`config.mk`:
```
export PLATFORM = sky130hd
export DESIGN_NAME = sample_mem_scheduler
export DESIGN_NICKNAME = d
export VERILOG_FILES = /design/src/rtl/sample_mem_scheduler.sv
export SDC_FILE = /design/constraint.sdc
export NUM_CORES = 1
export LEC_CHECK = 0
export CAP_MARGIN = 20
export CORE_MARGIN = 5
export CORE_UTILIZATION = 50
export CTS_CLUSTER_DIAMETER = 50
export CTS_CLUSTER_SIZE = 16
export DETAILED_ROUTE_END_ITERATION = 8
export GPL_TIMING_DRIVEN = 1
export MAX_ROUTING_LAYER = met4
export PLACE_DENSITY_LB_ADDON = 0.15
export SLEW_MARGIN = 5
export SYNTH_ARGS = -nofsm -noshare
export SYNTH_HDL_FRONTEND = slang
export SYNTH_SLANG_ARGS = --single-unit
export TNS_END_PERCENT = 20
```
`constraint.sdc`:
```
create_clock -name clk -period 3.5 [get_ports clk]
set_clock_uncertainty 0.15 [all_clocks]
set_input_delay 0.7 -clock clk [delete_from_list [all_inputs] [get_ports clk]]
set_output_delay 0.7 -clock clk [all_outputs]
set_load 0.02 [all_outputs]
```
`src/rtl/sample_mem_scheduler.sv`:
```
// Per-sample SRAM time-share sequencer: delay read/write, loop read/write, then publish.
// Optional overdub mixing is compiled in with `define SCHED_OVERDUB_EN.
//
// state   | meaning
// --------+-----------------------------------------------
// IDLE    | waiting for an adc_clock rising edge
// D_RD    | issue delay-tap read
// D_CAP   | capture delay-tap sample from dout0
// D_WR    | write latched sample into delay region
// L_RD    | issue loop playback read
// L_CAP   | capture loop sample from dout0
// L_WR    | write record (or overdub mix) into loop region
// DONE    | pulse out_valid, advance pointers
module sample_mem_scheduler #(
    parameter int ADDR_W = 8,
    parameter int DATA_W = 16
) (
    input  logic              clk,
    input  logic              rst_n,
    input  logic              adc_clock,
    input  logic              delay_en,
    input  logic [ADDR_W-2:0] delay_len,
    input  logic              record,
    input  logic              loop,
    input  logic [DATA_W-1:0] sample_in,
    output logic [DATA_W-1:0] delay_out,
    output logic [DATA_W-1:0] loop_out,
    output logic              out_valid,
    output logic              busy,
    output logic              overrun,
    output logic              csb0,
    output logic              web0,
    output logic [ADDR_W-1:0] addr0,
    output logic [DATA_W-1:0] din0,
    input  logic [DATA_W-1:0] dout0
);

    localparam int PW = ADDR_W - 1;

    localparam logic [2:0] S_IDLE  = 3'd0;
    localparam logic [2:0] S_D_RD  = 3'd1;
    localparam logic [2:0] S_D_CAP = 3'd2;
    localparam logic [2:0] S_D_WR  = 3'd3;
    localparam logic [2:0] S_L_RD  = 3'd4;
    localparam logic [2:0] S_L_CAP = 3'd5;
    localparam logic [2:0] S_L_WR  = 3'd6;
    localparam logic [2:0] S_DONE  = 3'd7;

    localparam logic [PW-1:0]     P_ONE    = {{(PW-1){1'b0}}, 1'b1};
    localparam logic [PW-1:0]     P_MAX    = {PW{1'b1}};
    localparam logic [ADDR_W-1:0] L_ONE    = {{(ADDR_W-1){1'b0}}, 1'b1};
    localparam logic [ADDR_W-1:0] LEN_FULL = {1'b1, {PW{1'b0}}};

    logic [2:0]        state;
    logic [2:0]        next_state;
    logic              adc_q;
    logic [DATA_W-1:0] sample_q;
    logic [PW-1:0]     dlen_q;
    logic              run_dly;
    logic              run_lrd;
    logic              run_lwr;
    logic              rec_q;
    logic              rec_prev;
    logic              od_q;
    logic [PW-1:0]     dptr;
    logic [PW-1:0]     lptr;
    logic [ADDR_W-1:0] loop_len;

    logic              strobe;
    logic              accept;
    logic              rec_rise;
    logic              rec_clear;
    logic              restart;
    logic [ADDR_W-1:0] len_eff;
    logic              lrd_now;
    logic              od_now;
    logic [PW-1:0]     d_rd_ptr;
    logic [ADDR_W-1:0] lptr_inc;
    logic [DATA_W-1:0] loop_wdata;

    assign strobe    = adc_clock & ~adc_q;
    assign accept    = strobe && (state == S_IDLE);
    assign rec_rise  = record & ~rec_prev;
    // A finished plain recording leaves lptr at loop_len; playback restarts from the top.
    assign restart   = ~record && ({1'b0, lptr} >= loop_len);
    assign len_eff   = rec_clear ? '0 : loop_len;
    assign d_rd_ptr  = dptr - dlen_q;
    assign lptr_inc  = {1'b0, lptr} + L_ONE;
    assign busy      = (state != S_IDLE);
    assign out_valid = (state == S_DONE);

`ifdef SCHED_OVERDUB_EN
    logic [DATA_W:0] od_sum;

    assign rec_clear = rec_rise && !(loop && (loop_len != '0));
    assign lrd_now   = loop && (len_eff != '0);
    assign od_now    = record && lrd_now;
    assign od_sum    = {loop_out[DATA_W-1], loop_out} + {sample_q[DATA_W-1], sample_q};

    always_comb begin
        loop_wdata = sample_q;
        if (od_q) begin
            if (od_sum[DATA_W] != od_sum[DATA_W-1])
                loop_wdata = od_sum[DATA_W] ? {1'b1, {(DATA_W-1){1'b0}}}
                                            : {1'b0, {(DATA_W-1){1'b1}}};
            else
                loop_wdata = od_sum[DATA_W-1:0];
        end
    end

    always_ff @(posedge clk or negedge rst_n) begin
        if (!rst_n)
            od_q <= 1'b0;
        else if (accept)
            od_q <= od_now;
    end
`else
    assign rec_clear  = rec_rise;
    assign lrd_now    = loop && !record && (len_eff != '0);
    assign od_now     = 1'b0;
    assign od_q       = od_now;
    assign loop_wdata = sample_q;
`endif

    always_comb begin
        next_state = state;
        case (state)
            S_IDLE: begin
                if (accept) begin
                    if (delay_en)     next_state = S_D_RD;
                    else if (lrd_now) next_state = S_L_RD;
                    else if (record)  next_state = S_L_WR;
                    else              next_state = S_DONE;
                end
            end
            S_D_RD:  next_state = S_D_CAP;
            S_D_CAP: next_state = S_D_WR;
            S_D_WR: begin
                if (run_lrd)      next_state = S_L_RD;
                else if (run_lwr) next_state = S_L_WR;
                else              next_state = S_DONE;
            end
            S_L_RD:  next_state = S_L_CAP;
            S_L_CAP: next_state = run_lwr ? S_L_WR : S_DONE;
            S_L_WR:  next_state = S_DONE;
            S_DONE:  next_state = S_IDLE;
            default: next_state = S_IDLE;
        endcase
    end

    // Port decode is purely from state so reset idles the SRAM without waiting for a clock.
    always_comb begin
        csb0  = 1'b1;
        web0  = 1'b1;
        addr0 = '0;
        din0  = '0;
        case (state)
            S_D_RD: begin
                csb0  = 1'b0;
                addr0 = {1'b0, d_rd_ptr};
            end
            S_D_WR: begin
                csb0  = 1'b0;
                web0  = 1'b0;
                addr0 = {1'b0, dptr};
                din0  = sample_q;
            end
            S_L_RD: begin
                csb0  = 1'b0;
                addr0 = {1'b1, lptr};
            end
            S_L_WR: begin
                csb0  = 1'b0;
                web0  = 1'b0;
                addr0 = {1'b1, lptr};
                din0  = loop_wdata;
            end
            default: ;
        endcase
    end

    always_ff @(posedge clk or negedge rst_n) begin
        if (!rst_n) begin
            state     <= S_IDLE;
            adc_q     <= 1'b0;
            sample_q  <= '0;
            dlen_q    <= '0;
            run_dly   <= 1'b0;
            run_lrd   <= 1'b0;
            run_lwr   <= 1'b0;
            rec_q     <= 1'b0;
            rec_prev  <= 1'b0;
            dptr      <= '0;
            lptr      <= '0;
            loop_len  <= '0;
            delay_out <= '0;
            loop_out  <= '0;
            overrun   <= 1'b0;
        end else begin
            adc_q <= adc_clock;
            state <= next_state;
            if (strobe && (state != S_IDLE))
                overrun <= 1'b1;

            if (accept) begin
                sample_q <= sample_in;
                dlen_q   <= delay_len;
                run_dly  <= delay_en;
                run_lrd  <= lrd_now;
                run_lwr  <= record;
                rec_q    <= record;
                rec_prev <= record;
                if (!delay_en)
                    delay_out <= '0;
                if (!lrd_now)
                    loop_out <= '0;
                if (rec_clear) begin
                    lptr     <= '0;
                    loop_len <= '0;
                end else if (restart) begin
                    lptr <= '0;
                end
            end

            if (state == S_D_CAP)
                delay_out <= dout0;
            if (state == S_L_CAP)
                loop_out <= dout0;

            if (state == S_DONE) begin
                if (run_dly)
                    dptr <= dptr + P_ONE;
                if (rec_q && !od_q) begin
                    if (lptr == P_MAX) begin
                        lptr     <= '0;
                        loop_len <= LEN_FULL;
                    end else begin
                        lptr     <= lptr + P_ONE;
                        loop_len <= (loop_len == LEN_FULL) ? LEN_FULL : lptr_inc;
                    end
                end else if (run_lrd) begin
                    if (lptr_inc == loop_len)
                        lptr <= '0;
                    else
                        lptr <= lptr + P_ONE;
                end
            end
        end
    end

endmodule

```
# --- After elaboration in Yosys (flattened, before gate mapping) ---
# Cells that the tools add are included.
totals:
  reg_bits: 85
  elab_cells: 84
classes:
  n_bitwise: 5
  n_mux: 31
  n_addsub: 4
  magnitude_cmp: 1
  reduce_logical: 17
  n_eq_ne: 13
ops:
  columns: ["cell", "count"]
  rows:
  - ["$mux 16", 7]
  - ["$mux 7", 8]
  - ["$mux 8", 6]
  - ["$pmux 3 s8", 1]
  - ["$pmux 8 s3", 1]
  - ["$add 7x1->7 const B", 2]
  - ["$eq 3x3->1 const B", 4]
  - ["$add 7x1->8 const B", 1]
  - ["$eq 8x8->1", 1]
  - ["$eq 8x8->1 const B", 1]
  - ["$ge 7x8->1", 1]
  - ["$reduce_bool 8->1", 1]
  - ["$eq 7x7->1 const B", 1]
  - ["$sub 7x7->7", 1]
  - ["$eq 3x2->1 const B", 2]
  - ["$mux 3", 2]
  - ["$reduce_and 2->1", 3]
  - ["$logic_and 1x1->1", 5]
  - ["$mux 1", 4]
  - ["$mux 2", 2]
  - ["$ne 2x1->1 const B", 2]
  - ["$reduce_bool 2->1", 2]
  - ["$reduce_or 2->1", 2]
  - ["$reduce_or 4->1", 1]
  - ["other kinds (7)", 10]

# --- Longest topological paths before layout ---
# Gate-level depths: netlist of the first run.
depth:
  depth_word: 9
  mapped_depth: 10
  mapped_depth_nobuf: 10

# --- Worst setup path before layout of the first run ---
# No wires, ideal clock.
synth_timing:
  path_type: "register to output"
  startpoint: "reg dptr[0]"
  endpoint: "out addr0[6]"
  slack_ns: 0.571
  t_required_ns: 2.650
  stages_incl_launch_ff: 11
  arrival_ns: 2.079
  n_path_buf: 0
  cell_sequence: "dfrtp_1 > inv_1 > ha_1 > inv_1 > fa_1 > a21o_1 > a21oi_1 > o21bai_1 > a21oi_1 > xnor2_1 > o22ai_1"
synth_via:
  elab_chain_cells: 2
synth_lines:
  columns: ["element", "line", "rtl"]
  rows:
  - ["start, declared", "65", "logic [PW-1:0] dptr;"]
  - ["start signal, assigned", "232", "dptr <= dptr + P_ONE;"]
  - ["$sub 7x7->7", "87", "assign d_rd_ptr = dptr - dlen_q;"]
  - ["$pmux 8 s3", "157", "case (state)"]
  - ["end, declared", "33", "output logic [ADDR_W-1:0] addr0,"]
# No other way between the ends.

# --- Final worst setup path of the first run ---
layout_timing:
  startpoint: "reg dptr[0]"
  endpoint: "out addr0[2]"
# Same word-level chain as after synthesis.

==> results of run 1 <==
-- power by group through the flow --
stage                     clock network (mW)  logic, mW  registers [mW]
final                                  0.654       2.74            1.70
after global routing                   0.710       3.00            1.75
after CTS                              0.669       2.74            1.70
after detailed placement                   0       2.74            1.70
after global placement                     0       2.67            1.70
after floorplan                            0       1.53            1.80
-- worst max-delay path: stages, from the launching register on --
cell and delay [ns]:
dfrtp_1 0.38, inv_1 0.05, ha_1 0.15, inv_1 0.06
fa_1 0.40, xor2_1 0.17, a22oi_1 0.09, a21oi_1 0.20
clkdlybuf4s50_1 0.63
-- layout make-up --
cell class / instances / area [um^2] / share of cell area
Multi-Input combinational cell: 307 / 2030 / 0.356
Timing Repair Buffer: 115 / 1130 / 0.198
Clock buffer: 9 / 124 / 0.0217
Clock inverter: 7 / 56.3 / 0.00988
Inverter: 26 / 97.6 / 0.0171
Tap cell: 108 / 135 / 0.0237
Sequential cell: 85 / 2130 / 0.373
-- cell usage in the layout, fill, tap and decap left out, types with 2 or more instances in the layout --
cell	count
a21o_1	8
a21oi_1	12
a221o_1	2
a221oi_1	2
a222oi_1	4
a22o_1	34
a22o_2	2
a22oi_1	4
and2_1	3
and3_1	18
buf_4	10
clkbuf_2	3
clkbuf_8	9
clkdlybuf4s50_1	100
clkinv_2	2
dfrtp_1	85
ha_1	17
inv_1	26
inv_6	4
mux2_2	2
nand2_1	81
nand2b_1	6
nand3_1	7
nor2_1	18
nor2b_1	3
nor3_1	11
o21a_1	5
o21ai_0	17
o21bai_1	3
or3_1	5
xnor2_1	9
xor2_1	8
-- path summary, 6_finish.rpt --
check	start	endpoint	slack [ns]	cells past startpoint
hold / removal	rst_n	dlen_q[5]	0.04	1
setup / recovery	dptr[0]	addr0[2]	0.15	8
min in group clk	loop_wdata[5]	loop_wdata[5]	0.33	2
max in group asynchronous	rst_n	loop_len[1]	2.55	2
setup reg to reg	lptr[0]	lptr[0]	0.60	7
hold reg to reg	loop_wdata[5]	loop_wdata[5]	0.33	2
-- logic make-up after synthesis --
family | after synthesis
compound gates | 109
xor+xnor | 17
fa+ha+maj | 18
buf+inv | 48
flops | 85
simple gates | 161
mux | 2
-- repair_timing --
item                       in CTS  in global routing
gates resized for setup         4                  8
pin swaps                       0                  1
setup endpoints to repair       4                  3
hold buffers                    0                  0
-- state kept, by name, summed over array words and instances (netlist names) --
| signal | count |
|---|---|
| delay_out | 16 |
| loop_out | 16 |
| loop_wdata | 16 |
| loop_len | 8 |
| dlen_q | 7 |
| dptr | 7 |
| lptr | 7 |
| state | 3 |
| adc_q | 1 |
| overrun | 1 |
| rec_prev | 1 |
| run_dly | 1 |
| run_lrd | 1 |
-- layer usage --
metal / vias up / GRT usage / routed length, um
met4: 0 / 0.0707 / 153
met3: 14 / 0.0501 / 611
met2: 100 / 0.343 / 5290
met5: - / - / 0
li1: 1756 / - / -
met1: 1789 / 0.306 / 5100
-- stage by stage --
stage	instance area, um^2	total power [mW]	utilization
after detailed placement	5500	4.43	0.640
after global routing	5700	5.45	0.663
final	5700	5.09	0.663
after CTS	5680	5.10	0.661
after global placement	5500	4.37	0.640
after floorplan	4330	3.33	-
==> run metrics, run 1 <==
fin worst setup slack 0.153 ns; register area share after synthesis 0.491; TNS Setup 0 ns; clk_lat worst skew 0.36 ns; Int Pwr 2.92 mW; Placed Cells 640; synthesized area per cell 9.85 um^2; IO Port Bufs 105; Adder-Cell Fraction of Synth Area 0.0537; RSZ-0062 raised after global routing no; root buffer cell clkbuf_8; largest cells by area after synthesis dfrtp_1, nand2_1, a22o_1, ha_1, and3_1; clk sinks 85; share of the synthesized area in the top cell type 0.491; top-count cell post-synth dfrtp_1; vias 3659; WL/cell 17.0 um; mux share of post-synthesis cell area 0.00520; Ports 106; P_sw 2.16 mW; Starting Density 0.504; DRC 0; main combinational cell family by area after synthesis compound AO/OA/AOI/OAI gates; die area 10600 um^2; Max clock buf depth 2; most frequent cells after synthesis dfrtp_1, nand2_1, a22o_1; Syn-to-layout area delta 31.5%; worst vdd ir 0.542 mV; Routed WL 11200 um; Setup Buffers After CTS 0; leakage power 2.69 nW; sequential power share 0.334; Setup CP Type reg -> out; min-delay worst type in -> async; Die X 103 um; EDFF count, synth 0; number of detailed-route iterations in the first pass 7; Async SR Flop Fraction 1.00; top_reg_cell synth dfrtp_1; H-tree levels 3; Reg clk slew, reported paths 0.09 ns; share of layout cells above drive strength 1 0.0801; worst endpoint required time 2.65 ns; initial antenna violation count 0; antenna cells 0; Final Max Tran Viols 0; cells after synthesis 440; post-route ant nets 0; DR iter-0 viols 244; routability congestion estimate 0.901; number of synthesis warnings 0; Detailed Place HPWL 8010 um; TritonCTS Buffers 9; non-filler cells, final 657; run status finished clean; Critical Path AT 2.50 ns; Fillers 666; Hold WS 0.0368 ns; Synth Area in Simple Gates 0.175; power per cell area 893 nW/um^2; count of state elements after synthesis 85; worst-margin pin slew 1.05 ns; switching part of the total 0.425; GRT Residual Overflow 0; period utilization 0.956; Nets 607; Fmax 299 MHz; Clock Power Share 0.128; Synth Area in XOR/XNOR 0.0344; Period minus WS final 3.35 ns; core area 8590 um^2; Row Count 34; maximum number of pins on one net before global-route repair 86; final hold viol count 0; Vias/cell 5.57; first-pass GRT wire length 18200 um; crit path capture type output pin; CTS tree built; Synth Area in Compound Gates 0.199; synthesized net count 503; leading area contributor after synthesis dfrtp_1; synthesized cell area 4330 um^2; Comb power frac 0.538; DIE HEIGHT 103 um; Critical Path Fanout Max 2; GRT Total Usage 0.227; count of cell types in the netlist 53; pre-CTS WS 0.131 ns; max-cap violations 0; setup violators final 0; vias in the first global route 3771; startpoint types flop; Slew HR 0.300
(Power assumes the default switching activity.)
==> inputs of run 2 (changes only) <==
--- a/config.mk
+++ b/config.mk
@@ -5,14 +5,12 @@
 export SDC_FILE = /design/constraint.sdc
 export NUM_CORES = 1
 export LEC_CHECK = 0
-export CAP_MARGIN = 20
 export CORE_MARGIN = 5
 export CORE_UTILIZATION = 50
 export CTS_CLUSTER_DIAMETER = 50
 export CTS_CLUSTER_SIZE = 16
 export DETAILED_ROUTE_END_ITERATION = 8
 export GPL_TIMING_DRIVEN = 1
-export MAX_ROUTING_LAYER = met4
 export PLACE_DENSITY_LB_ADDON = 0.15
 export SLEW_MARGIN = 5
 export SYNTH_ARGS = -nofsm -noshare
==> run 2 against run 1 <==
  * Global-route usage decreased by 1.3 points
  * Sequential cell count is the same
  * First-iteration DRC count fell by 18%
  * Register-to-register slack better by 0.04 ns
  * Count of clock-buffer cells in the layout unchanged
  * Sequential power about the same
  * Combinational power about the same
  * Fmax is 0.48% lower
  * Via count grew 0.71%
  * Die area is the same
  * Critical path type unchanged
  * Largest cell class unchanged
  * Highest routed layer unchanged
==> run metrics, run 2 (synthesized netlist as in run 1, its figures left out) <==
IO Port Bufs 105; RSZ-0062 raised after global routing no; DRC 0; Final Max Tran Viols 0; setup violators final 0; commonest non-fill, non-tap cell in the layout clkdlybuf4s50_1; power per cell area 900 nW/um^2; number of detailed-route iterations in the first pass 5; Max clock buf depth 2; Row Count 34; Starting Density 0.504; CP peak stage delay 0.62 ns; TritonCTS Buffers 9; Die X 103 um; leakage power 2.68 nW; DR iter-0 viols 200; root buffer cell clkbuf_8; Critical path buffers and inverters 3; Critical Path Fanout Max 2; worst vdd ir 0.504 mV; initial antenna violation count 0; critical path's slowest cell clkdlybuf4s50_1; Register Area 2130 um^2; CP cell instances inv_1 -> ha_1 -> inv_1 -> fa_1 -> xor2_1 -> a22oi_1 -> a21oi_1 -> clkdlybuf4s50_1; worst-margin pin slew 1.10 ns; Setup CP Type reg -> out; die area 10600 um^2; worst endpoint required time 2.65 ns; period utilization 0.961; Setup Buffers After CTS 0; Slew HR 0.267; Detailed Place HPWL 7860 um; area occupied by multi-input gates 2040 um^2; GRT Residual Overflow 0; post-route ant nets 0; Ports 106; crit path capture type output pin; Post-CTS Hold Fix Bufs 0; Critical Path AT 2.51 ns; share of layout cells above drive strength 1 0.0786; H-tree levels 3; maximum number of pins on one net before global-route repair 86; WL/cell 16.8 um; Nets 607; commonest non-fill, non-tap cells in the layout clkdlybuf4s50_1, dfrtp_1, nand2_1, a22o_1, inv_1; Fillers 703; DIE HEIGHT 103 um; CTS tree built; Top delay family on crit path buffers and inverters; routability congestion estimate 0.924; Pwr Total 5.12 mW; startpoint types flop; vias 3685; post-place instance area 5510 um^2; Routed WL 11000 um; Reg clk slew, reported paths 0.08 ns; Syn-to-layout area delta 31.4%; antenna cells 0; Fmax 297 MHz; clk_lat worst skew 0.35 ns; Vias/cell 5.63; GRT Total Usage 0.214; most frequent CP cell inv_1; first-pass GRT wire length 18000 um; Period minus WS final 3.36 ns; min-delay worst type reg -> reg; final hold viol count 0; final non-filler cell area 5690 um^2; run status finished clean; clk sinks 85; core area 8590 um^2; max-cap violations 0; vias in the first global route 3666
## run 2: cell count changes in the layout (fill, tap and decap cells not counted), sizes merged
cell / before / now
dlygate4sd2: 1 / 0
dlymetal6s2s: 0 / 1
inv: 31 / 27
bufinv: 0 / 1
clkinv: 2 / 0
clkinvlp: 0 / 3
## run 2: repair_timing
action,4_1_cts,5_1_grt
resized for setup,3,11
endpoints found under the setup margin,3,5
pin swaps,0,0
## run 2: area by class of cell
type                       count  share of cell area
tap                          108              0.0237
clock buffer                   9              0.0218
multi-input combinational    307               0.358
timing repair buffer         115               0.195
sequential                    85               0.374
clock inverter                 5              0.0108
inverter                      26              0.0171
## run 2: worst min-delay path: cells and delay by family (launching register included)
family,cells,cell delay (ns)
AND/OR/NAND/NOR,2,0.10
flip-flops,1,0.35
## run 2: path summary, 6_finish.rpt
kind	from	endpoint	slack [ns]	depth (start not counted)
min in group asynchronous	rst_n	dlen_q[5]	0.36	1
max in group asynchronous	rst_n	state[0]	2.15	1
hold / removal	loop_wdata[11]	loop_wdata[11]	0.32	2
setup reg to reg	lptr[1]	lptr[2]	0.64	7
hold reg to reg	loop_wdata[11]	loop_wdata[11]	0.32	2
setup / recovery	dptr[0]	addr0[2]	0.14	8
## run 2: layer usage
| layer | vias up | share of wire | global-route usage |
|---|---|---|---|
| li1 | 1754 | - | - |
| met3 | 9 | 0.076 | 0.0663 |
| met5 | - | 0 | 0 |
| met4 | 0 | 0.0079 | 0.0498 |
| met1 | 1800 | 0.44 | 0.295 |
| met2 | 122 | 0.48 | 0.332 |
## run 2: report_power, final
group          total [mW]  switching (mW)  internal (mW)  leakage (nW)
sequential           1.69           0.316           1.37          1.07
clock               0.676           0.352          0.324        0.0838
combinational        2.76            1.47           1.29          1.52
total                5.12            2.14           2.99          2.68
## run 2: stage by stage
stage	setup slack (ns)	hold WS, ns	std cells	setup TNS (ns)	util
2_1_floorplan	0.571	0.254	440	0	-
3_3_place_gp	0.171	0.300	641	0	0.641
3_5_place_dp	0.134	0.307	641	0	0.641
4_1_cts	-0.00629	0.328	655	-0.00629	0.662
5_1_grt	0.00737	0.344	655	0	0.663
6_report	0.137	0.325	655	0	0.663
